`src/rtl/pll_lock_supervisor_if.sv`:
```
// Signal bundle between the PLL lock supervisor and its environment (PLL, clk9 domain).
// ready is a level status rather than a handshake: it is high exactly while the supervisor is in RUN.
interface pll_lock_supervisor_if;
    logic        pll_locked;
    logic        clk_mon;
    logic        pll_rst;
    logic        domain_rst;
    logic        ready;
    logic [15:0] meas_edges;
    logic [7:0]  retry_cnt;
    logic [7:0]  lock_lost_cnt;
    logic [2:0]  state_dbg;

    modport master (
        output pll_locked, clk_mon,
        input  pll_rst, domain_rst, ready, meas_edges, retry_cnt, lock_lost_cnt, state_dbg
    );

    modport slave (
        input  pll_locked, clk_mon,
        output pll_rst, domain_rst, ready, meas_edges, retry_cnt, lock_lost_cnt, state_dbg
    );
endinterface

```
`src/rtl/pll_lock_supervisor.sv`:
```
// Sequences the PLL reset, waits for a stable lock, proves the output frequency by edge
// counting on clk25 and holds the clk9 domain in reset until the frequency is proven.
module pll_lock_supervisor #(
    parameter int unsigned PLLRST_CYCLES = 16,
    parameter int unsigned LOCK_TIMEOUT  = 50000,
    parameter int unsigned LOCK_STABLE   = 1024,
    parameter int unsigned WINDOW        = 4096,
    parameter int unsigned EDGE_MIN      = 1520,
    parameter int unsigned EDGE_MAX      = 1552
) (
    input  logic                  clk25,
    input  logic                  rst,
    pll_lock_supervisor_if.slave  bus
);
    localparam logic [15:0] RST_LAST  = 16'(PLLRST_CYCLES - 1);
    localparam logic [15:0] TO_LAST   = 16'(LOCK_TIMEOUT - 1);
    localparam logic [15:0] STB_LAST  = 16'(LOCK_STABLE - 1);
    localparam logic [15:0] WIN_LAST  = 16'(WINDOW - 1);
    localparam logic [15:0] EMIN      = 16'(EDGE_MIN);
    localparam logic [15:0] EMAX      = 16'(EDGE_MAX);

    typedef enum logic [2:0] {
        S_RESET_PLL = 3'd0,
        S_WAIT_LOCK = 3'd1,
        S_STABLE    = 3'd2,
        S_MEASURE   = 3'd3,
        S_RUN       = 3'd4
    } state_t;

    state_t      state, state_n;
    logic [15:0] t, t_n;
    logic [15:0] e, e_n, e_fin;
    logic [15:0] meas;
    logic [7:0]  retry, lost;
    logic        lk_s1, lk_s2;
    logic        mon_s1, mon_s2, mon_s3;
    logic        pll_rst_q, domain_rst_q, ready_q;
    logic        lk, mon_edge, win_end, in_range;
    logic        retry_inc, lost_inc, meas_load;

    assign lk       = lk_s2;
    // clk_mon is slower than clk25/2, so every PLL rising edge shows up as one s2&~s3 pulse.
    assign mon_edge = mon_s2 & ~mon_s3;
    assign win_end  = (t == WIN_LAST);
    assign e_fin    = (mon_edge && e != 16'hFFFF) ? e + 16'd1 : e;
    assign in_range = (e_fin >= EMIN) && (e_fin <= EMAX);

    always_comb begin
        state_n   = state;
        retry_inc = 1'b0;
        lost_inc  = 1'b0;
        meas_load = 1'b0;
        case (state)
            S_RESET_PLL: begin
                if (t == RST_LAST) state_n = S_WAIT_LOCK;
            end
            S_WAIT_LOCK: begin
                if (lk) begin
                    state_n = S_STABLE;
                end else if (t == TO_LAST) begin
                    state_n   = S_RESET_PLL;
                    retry_inc = 1'b1;
                end
            end
            S_STABLE: begin
                if (!lk)                  state_n = S_WAIT_LOCK;
                else if (t == STB_LAST)   state_n = S_MEASURE;
            end
            S_MEASURE: begin
                meas_load = win_end;
                if (!lk) begin
                    state_n = S_WAIT_LOCK;
                end else if (win_end) begin
                    if (in_range) begin
                        state_n = S_RUN;
                    end else begin
                        state_n   = S_RESET_PLL;
                        retry_inc = 1'b1;
                    end
                end
            end
            S_RUN: begin
                meas_load = win_end;
                // Lock loss wins over a simultaneous bad window.
                if (!lk) begin
                    state_n  = S_WAIT_LOCK;
                    lost_inc = 1'b1;
                end else if (win_end && !in_range) begin
                    state_n   = S_RESET_PLL;
                    retry_inc = 1'b1;
                end
            end
            default: state_n = S_RESET_PLL;
        endcase
    end

    // Timer restarts on every state entry and at each window boundary while measuring.
    always_comb begin
        t_n = t + 16'd1;
        e_n = 16'd0;
        if (state_n != state || ((state == S_MEASURE || state == S_RUN) && win_end)) begin
            t_n = 16'd0;
        end
        if (state_n == state && (state == S_MEASURE || state == S_RUN) && !win_end) begin
            e_n = e_fin;
        end
    end

    always_ff @(posedge clk25) begin
        if (rst) begin
            state        <= S_RESET_PLL;
            t            <= 16'd0;
            e            <= 16'd0;
            meas         <= 16'd0;
            retry        <= 8'd0;
            lost         <= 8'd0;
            lk_s1        <= 1'b0;
            lk_s2        <= 1'b0;
            mon_s1       <= 1'b0;
            mon_s2       <= 1'b0;
            mon_s3       <= 1'b0;
            pll_rst_q    <= 1'b1;
            domain_rst_q <= 1'b1;
            ready_q      <= 1'b0;
        end else begin
            state        <= state_n;
            t            <= t_n;
            e            <= e_n;
            lk_s1        <= bus.pll_locked;
            lk_s2        <= lk_s1;
            mon_s1       <= bus.clk_mon;
            mon_s2       <= mon_s1;
            mon_s3       <= mon_s2;
            pll_rst_q    <= (state_n == S_RESET_PLL);
            domain_rst_q <= (state_n != S_RUN);
            ready_q      <= (state_n == S_RUN);
            if (meas_load)                  meas  <= e_fin;
            if (retry_inc && retry != 8'hFF) retry <= retry + 8'd1;
            if (lost_inc && lost != 8'hFF)   lost  <= lost + 8'd1;
        end
    end

    assign bus.pll_rst       = pll_rst_q;
    assign bus.domain_rst    = domain_rst_q;
    assign bus.ready         = ready_q;
    assign bus.meas_edges    = meas;
    assign bus.retry_cnt     = retry;
    assign bus.lock_lost_cnt = lost;
    assign bus.state_dbg     = state;
endmodule

```
`src/flat_wrapper.sv`:
```
// flat-port wrapper written by rule: the top's interface ports become plain ports
module pll_lock_supervisor_flat 
#(
    parameter int unsigned PLLRST_CYCLES = 16,
    parameter int unsigned LOCK_TIMEOUT  = 50000,
    parameter int unsigned LOCK_STABLE   = 1024,
    parameter int unsigned WINDOW        = 4096,
    parameter int unsigned EDGE_MIN      = 1520,
    parameter int unsigned EDGE_MAX      = 1552
)
  (clk25, rst, bus_pll_locked, bus_clk_mon, bus_pll_rst, bus_domain_rst, bus_ready, bus_meas_edges, bus_retry_cnt, bus_lock_lost_cnt, bus_state_dbg);
  pll_lock_supervisor_if bus_i ();
  input  logic clk25;
  input  logic rst;
  input wire logic [$bits(bus_i.pll_locked)-1:0] bus_pll_locked;
  input wire logic [$bits(bus_i.clk_mon)-1:0] bus_clk_mon;
  output wire logic [$bits(bus_i.pll_rst)-1:0] bus_pll_rst;
  output wire logic [$bits(bus_i.domain_rst)-1:0] bus_domain_rst;
  output wire logic [$bits(bus_i.ready)-1:0] bus_ready;
  output wire logic [$bits(bus_i.meas_edges)-1:0] bus_meas_edges;
  output wire logic [$bits(bus_i.retry_cnt)-1:0] bus_retry_cnt;
  output wire logic [$bits(bus_i.lock_lost_cnt)-1:0] bus_lock_lost_cnt;
  output wire logic [$bits(bus_i.state_dbg)-1:0] bus_state_dbg;
  assign bus_i.pll_locked = bus_pll_locked;
  assign bus_i.clk_mon = bus_clk_mon;
  assign bus_pll_rst = bus_i.pll_rst;
  assign bus_domain_rst = bus_i.domain_rst;
  assign bus_ready = bus_i.ready;
  assign bus_meas_edges = bus_i.meas_edges;
  assign bus_retry_cnt = bus_i.retry_cnt;
  assign bus_lock_lost_cnt = bus_i.lock_lost_cnt;
  assign bus_state_dbg = bus_i.state_dbg;
  pll_lock_supervisor #(.PLLRST_CYCLES(PLLRST_CYCLES), .LOCK_TIMEOUT(LOCK_TIMEOUT), .LOCK_STABLE(LOCK_STABLE), .WINDOW(WINDOW), .EDGE_MIN(EDGE_MIN), .EDGE_MAX(EDGE_MAX)) u_core (.clk25(clk25), .rst(rst), .bus(bus_i));
endmodule
```
`config.mk`:
```
export PLATFORM = sky130hd
export DESIGN_NAME = pll_lock_supervisor_flat
export DESIGN_NICKNAME = d
export VERILOG_FILES = /design/src/rtl/pll_lock_supervisor_if.sv /design/src/rtl/pll_lock_supervisor.sv /design/src/flat_wrapper.sv
export SDC_FILE = /design/constraint.sdc
export NUM_CORES = 1
export LEC_CHECK = 0
export CELL_PAD_IN_SITES_DETAIL_PLACEMENT = 1
export CELL_PAD_IN_SITES_GLOBAL_PLACEMENT = 1
export CORE_MARGIN = 5
export CORE_UTILIZATION = 43
export CTS_BUF_LIST = sky130_fd_sc_hd__clkbuf_16
export DETAILED_ROUTE_END_ITERATION = 10
export PLACE_DENSITY = 0.87
export SLEW_MARGIN = 20
export SYNTH_ARGS = -nofsm -noshare
export SYNTH_HDL_FRONTEND = slang
export SYNTH_SLANG_ARGS = --single-unit
```
`constraint.sdc`:
```
create_clock -name clk25 -period 3 [get_ports clk25]
set_input_delay 0.6 -clock clk25 [delete_from_list [all_inputs] [get_ports clk25]]
set_output_delay 0.6 -clock clk25 [all_outputs]
set_load 0.005 [all_outputs]
```
# Word level (Yosys, flattened, before mapping)
# Cells that the tools add are included.
dict set report totals {
  ff_bits 75
  in_bits 4
  output_inout_bits 38
  elab_cells 78
}
dict set report classes {
  add_sub_neg 4
  order_cmp 2
  eq_ne 15
  mux 23
  bitwise_logic 3
  reduce_logical 17
}
# cell count
set ops {}
lappend ops {{adder 16 x 1 -> 16 bit (second input constant)} 2}
lappend ops {{2-to-1 mux 3 bit} 10}
lappend ops {{adder 8 x 1 -> 8 bit (second input constant)} 2}
lappend ops {{equality test 16 x 10 -> 1 bit (second input constant)} 1}
lappend ops {{equality test 16 x 12 -> 1 bit (second input constant)} 1}
lappend ops {{equality test 16 bit (second input constant)} 1}
lappend ops {{equality test 16 x 4 -> 1 bit (second input constant)} 1}
lappend ops {{>= comparator 16 x 11 -> 1 bit (second input constant)} 1}
lappend ops {{<= comparator 16 x 11 -> 1 bit (second input constant)} 1}
lappend ops {{2-to-1 mux 16 bit} 1}
lappend ops {{inequality test 16 bit (second input constant)} 1}
lappend ops {{inequality test 8 bit (second input constant)} 2}
lappend ops {{one-hot mux 3 bit (5 select lines)} 1}
lappend ops {{2-to-1 mux 1 bit} 10}
lappend ops {{logical AND 1 bit} 8}
lappend ops {{equality test 3 x 2 -> 1 bit (second input constant)} 2}
lappend ops {{equality test 3 bit (second input constant)} 2}
lappend ops {{logical NOT 3 bit} 2}
lappend ops {{OR reduction 2 bit} 3}
lappend ops {{equality test 3 x 1 -> 1 bit (second input constant)} 1}
lappend ops {{equality test 3 bit} 1}
lappend ops {{inequality test 3 bit} 1}
lappend ops {{inequality test 3 bit (second input constant)} 1}
lappend ops {{one-hot mux 1 bit (3 select lines)} 1}
lappend ops {{other kinds (4)} 7}

# Depth between registers and ports, before layout
dict set report logic_depth {
  ltp_word 16
  ltp_mapped 11
}

# Worst setup path after synthesis
# OpenSTA, ideal clock, no wires.
dict set report synth_timing {
  kind {register to register}
  startpoint {register u_core.e[1]}
  endpoint {register u_core.retry[2] (netlist: u_core.bus.retry_cnt[2])}
  setup_time_ns 0.123
  arrival_ns 2.500
  slack_ns 0.377
  path_stages_with_launch 10
  path_buffers 0
  path_cell_list {dfxtp_1 ha_1 nand3_1 o41a_1 a211o_1 a211o_1 o22ai_2 nand4_4 nand3_1 mux2_1}
}
dict set report synth_between {
  elab_chain_len 11
  elab_cells_between_ends 16
  cone_classes {add/sub: 1; order compare: 2; eq/ne: 1; mux: 7; reduce/logical: 5}
}
# item line
set synth_lines {}
lappend synth_lines {{start, declared} pll_lock_supervisor.sv:32} ;# logic [15:0] e, e_n, e_fin;
lappend synth_lines {{start signal, assigned} pll_lock_supervisor.sv:128} ;# e <= e_n;
lappend synth_lines {{branches (longest 2 deep; another with adder 16 x 1 -> 16 bit)} -}
lappend synth_lines {{2-to-1 mux 16 bit (*)} pll_lock_supervisor.sv:45} ;# assign e_fin = (mon_edge && e != 16'hFFFF) ? e + 16'd1 : e;
lappend synth_lines {{>= comparator 16 x 11 -> 1 bit / <= comparator 16 x 11 -> 1 bit (equally long branches)} pll_lock_supervisor.sv:46} ;# assign in_range = (e_fin >= EMIN) && (e_fin <= EMAX);
lappend synth_lines {{logical AND 1 bit (*)} pll_lock_supervisor.sv:46}
lappend synth_lines {{logical NOT 1 bit} pll_lock_supervisor.sv:88} ;# end else if (win_end && !in_range) begin
lappend synth_lines {{logical AND 1 bit} pll_lock_supervisor.sv:88}
lappend synth_lines {{2-to-1 mux 1 bit} pll_lock_supervisor.sv:88}
lappend synth_lines {{2-to-1 mux 1 bit} pll_lock_supervisor.sv:85} ;# if (!lk) begin
lappend synth_lines {{one-hot mux 1 bit (3 select lines) (*)} pll_lock_supervisor.sv:53} ;# case (state)
lappend synth_lines {{logical AND 1 bit (*)} pll_lock_supervisor.sv:138} ;# if (retry_inc && retry != 8'hFF) retry <= retry + 8'd1;
lappend synth_lines {{end signal, assigned} pll_lock_supervisor.sv:138}
lappend synth_lines {{end, declared} pll_lock_supervisor.sv:34} ;# logic [7:0] retry, lost;
# Mark *: on every way between the ends.
# A chain may end at the register's enable or synchronous reset.

# Worst setup path after layout
dict set report layout_timing {
  startpoint {register u_core.e[0]}
  endpoint {register u_core.retry[7] (netlist: u_core.bus.retry_cnt[7])}
}
# Same word-level chain as after synthesis.

==> metrics.txt <==
result of the run=completed; starting utilization of the core area=0.437; Critical Path AT=3.10 ns; part of the power in registers=0.478; timing-limited maximum frequency=0.353 GHz; register cell area after layout=1500 um2; number of nets in the synthesized netlist=442; CTS sink count=75; total vias in the final route=3448; Critical Path Source Type=flop; total global routing track utilization=0.203; Slew headroom=0.607; antenna cell count=0; vertical die dimension=104 um; sequential cell area fraction in the yosys report=0.397; Final Power=2.11 mW; total core area=8640 um2; number of CTS-inserted buffers=9; initial antenna violation count=0; Max Transition Viols Final=0; final core utilization=0.540; Int Power=1.65 mW; fraction of layout cells with a size suffix above 1=0.147; Antenna Violating Nets Remaining=0; count of synthesis-stage warnings from yosys=0; Hold Path Depth=1; highest net fanout along the worst path=9; library cells used by synthesis=64; clock network latency to the later pin of the worst-skew pair=0.34 ns; endpoint required time on the critical path=3.27 ns; input/output buffers=41; hold buffer count at CTS=0; start point of the worst min-delay path=u_core.lk_s1$_SDFF_PP0_; nets@finish=494; power density relative to cell area=451 nW/um2; count of routing violations after the opening detailed-route iteration=160; worst hold path type=flop to flop; count of flip-flops with a built-in enable after synthesis=0; worst reg2reg endpoint=u_core.bus.retry_cnt[7]$_SDFFE_PP0P_; crit path capture type=flop; peak ir drop on the vdd network=293 uV; H-tree Lvls=3; leak pwr=1.61 nW; area added between synthesis and finish=23.5%; pre-CTS setup slack=0.131 ns; Synth Instances=434; max-cap viol count=0; endpoints failing hold=0; Setup Skew=0.00471 ns; depth of the worst register-to-register path=11; CP bufs+invs=1; shortest period the worst path allows=2.83 ns; overall die width=104 um; sum of negative setup slack=0 ns; die area=10800 um2; largest net degree at the start of global routing=43; cell-by-cell trace of the critical path=ha_1, nand3_1, o41ai_4, buf_4, or4_2, o211ai_1, o211ai_2, nand4_4, nand2_4, or4_1, a21oi_1; share of synthesized registers carrying an async set or reset=0; Pre-Repair DR Iteration Count=4; highest-count cells in the layout ignoring fill and taps=79 x sky130_fd_sc_hd__nor2_1, 75 x sky130_fd_sc_hd__dfxtp_1, 41 x sky130_fd_sc_hd__clkdlybuf4s50_1; most area-hungry cell type in the Yosys netlist=sky130_fd_sc_hd__dfxtp_1; critical path start-end classification=flop to flop; final worst-path setup slack=0.169 ns; global-route congestion overflow total=0; detail-routed via count per cell=5.77; number of filler instances in the final layout=1012; share of power burned in the clock network=0.499; measured slew at the worst slew-check pin=0.585 ns; footprint of the multi-input gates=2120 um2; period utilization=0.944; Placement Rows=34; share of power burned in combinational logic=0.023; RSZ-0062 raised after global routing=no; commonest non-fill, non-tap cell in the layout=sky130_fd_sc_hd__nor2_1; global-route wire length before repair=18200 um; top cells by area, synth=sky130_fd_sc_hd__dfxtp_1 40%, sky130_fd_sc_hd__nor2_1 7.9%, sky130_fd_sc_hd__xnor2_1 4.2%, sky130_fd_sc_hd__xor2_1 3.9%, sky130_fd_sc_hd__nand2_1 2.8%; maximum clock insertion buffer count=2; share of Yosys cell area claimed by the top area cell type=0.397; start of the worst register-to-register path=u_core.e[0]$_SDFF_PP0_; Residual DRC=0; average wire length per cell after detail routing=18.4 um; CTS Root Buffer Type=sky130_fd_sc_hd__clkbuf_16; placer congestion estimate=0.919; mean post-synth cell area=8.70 um2; post-synthesis sequential element count=75; area of the mapped netlist=3780 um2; worst hold path endpoint=u_core.lk$_SDFF_PP0_; CTS tree=done; sum of net half-perimeters after detailed placement=7740 um; Finish-stage setup viols=0; sum of routed wire length over all layers=11000 um; IO Count=42; switching share of power=0.215; Top delay family on crit path=simple AND/OR/NAND/NOR gates; r2r setup slk=0.17 ns; Max stage delay cell, worst path=sky130_fd_sc_hd__or4_2; Main synth FF type=sky130_fd_sc_hd__dfxtp_1; P_sw=452 uW; number of global-route vias before repair=3636; clock transition at the registers of the reported paths=0.06 ns; longest individual stage delay on the worst path=0.61 ns
stage by stage:
step / hold slack (ns) / cell area (um2) / instances
finish: 0.455 / 4670 / 598
global route: 0.467 / 4670 / 598
CTS: 0.450 / 4630 / 595
detailed placement: 0.439 / 4340 / 580
global placement: 0.418 / 4340 / 580
floorplan: 0.414 / 3780 / 434
layer usage:
metal  track usage  share of wire
met5             0              0
met4        0.0879          0.023
met3        0.0535          0.044
met2         0.346           0.50
met1         0.238           0.44
registers in the layout, indices dropped and copies added (netlist names):
signal                    count
u_core.bus.domain_rst         1
u_core.bus.lock_lost_cnt      8
u_core.bus.meas_edges        16
u_core.bus.pll_rst            1
u_core.bus.ready              1
u_core.bus.retry_cnt          8
u_core.bus.state_dbg          3
u_core.e                     16
u_core.lk                     1
u_core.lk_s1                  1
u_core.mon_s1                 1
u_core.mon_s2                 1
u_core.mon_s3                 1
u_core.t                     16
how the worst max path moves through the flow:
stage / slack [ns] / from / cells after the start / endpoint
6_report: 0.17 / u_core.e[0]$_SDFF_PP0_ / 11 / u_core.bus.retry_cnt[7]$_SDFFE_PP0P_
2_1_floorplan: 0.38 / u_core.e[1]$_SDFF_PP0_ / 9 / u_core.bus.retry_cnt[2]$_SDFFE_PP0P_
3_5_place_dp: 0.13 / u_core.e[12]$_SDFF_PP0_ / 9 / u_core.bus.retry_cnt[7]$_SDFFE_PP0P_
3_3_place_gp: 0.26 / u_core.e[7]$_SDFF_PP0_ / 9 / u_core.bus.retry_cnt[7]$_SDFFE_PP0P_
5_1_grt: 0.02 / u_core.e[1]$_SDFF_PP0_ / 10 / u_core.bus.retry_cnt[7]$_SDFFE_PP0P_
4_1_cts: 0.09 / u_core.t[0]$_SDFF_PP0_ / 10 / u_core.t[12]$_SDFF_PP0_
repair_timing:
action / 4_1_cts / 5_1_grt
setup endpoints to repair: 0 / 25
gates resized for setup: 0 / 3
buffers inserted: 0 / 3
kinds of logic after synthesis:
| family | synth area share |
|---|---|
| compound gates | 0.130 |
| xor+xnor | 0.0812 |
| fa+ha+maj | 0.0132 |
| buf+inv | 0.0444 |
| flops | 0.397 |
| mux | 0.0189 |
| simple gates | 0.315 |
final cells by class:
cell class	count	share of cell area
multi-input cells	327	0.455
flip-flops and latches	75	0.322
repair buffers	65	0.127
clock buffers	9	0.0483
well taps	108	0.0290
clock inverters	6	0.0126
inverters	8	0.00644
cells in the mapped netlist, drive strengths merged (2+ instances only):
| cell | number |
|---|---|
| nor2 | 80 |
| dfxtp | 75 |
| nand2 | 29 |
| nand3 | 22 |
| xnor2 | 18 |
| xor2 | 17 |
| a21oi | 15 |
| nand4 | 15 |
| a211oi | 14 |
| clkbuf | 14 |
| and3 | 13 |
| nor4 | 12 |
| nor3 | 11 |
| buf | 10 |
| inv | 8 |
| nor2b | 7 |
| o31ai | 7 |
| mux2i | 6 |
| a31oi | 5 |
| o211ai | 5 |
| o21ai | 5 |
| and2 | 4 |
| and4 | 4 |
| ha | 4 |
| nand2b | 4 |
| or4 | 4 |
| nand3b | 3 |
| or3 | 3 |
| a211o | 2 |
| or2 | 2 |
power groups by stage:
| stage | clock, mW | sequential (mW) | combinational [mW] |
|---|---|---|---|
| after detailed placement | 0 | 1.03 | 0.0436 |
| after floorplan | 0 | 1.03 | 0.0305 |
| after global routing | 1.11 | 1.01 | 0.0509 |
| after global placement | 0 | 1.03 | 0.0422 |
| after CTS | 1.06 | 1.01 | 0.0446 |
| final | 1.05 | 1.01 | 0.0475 |
Power figures use the tool's default switching activity.
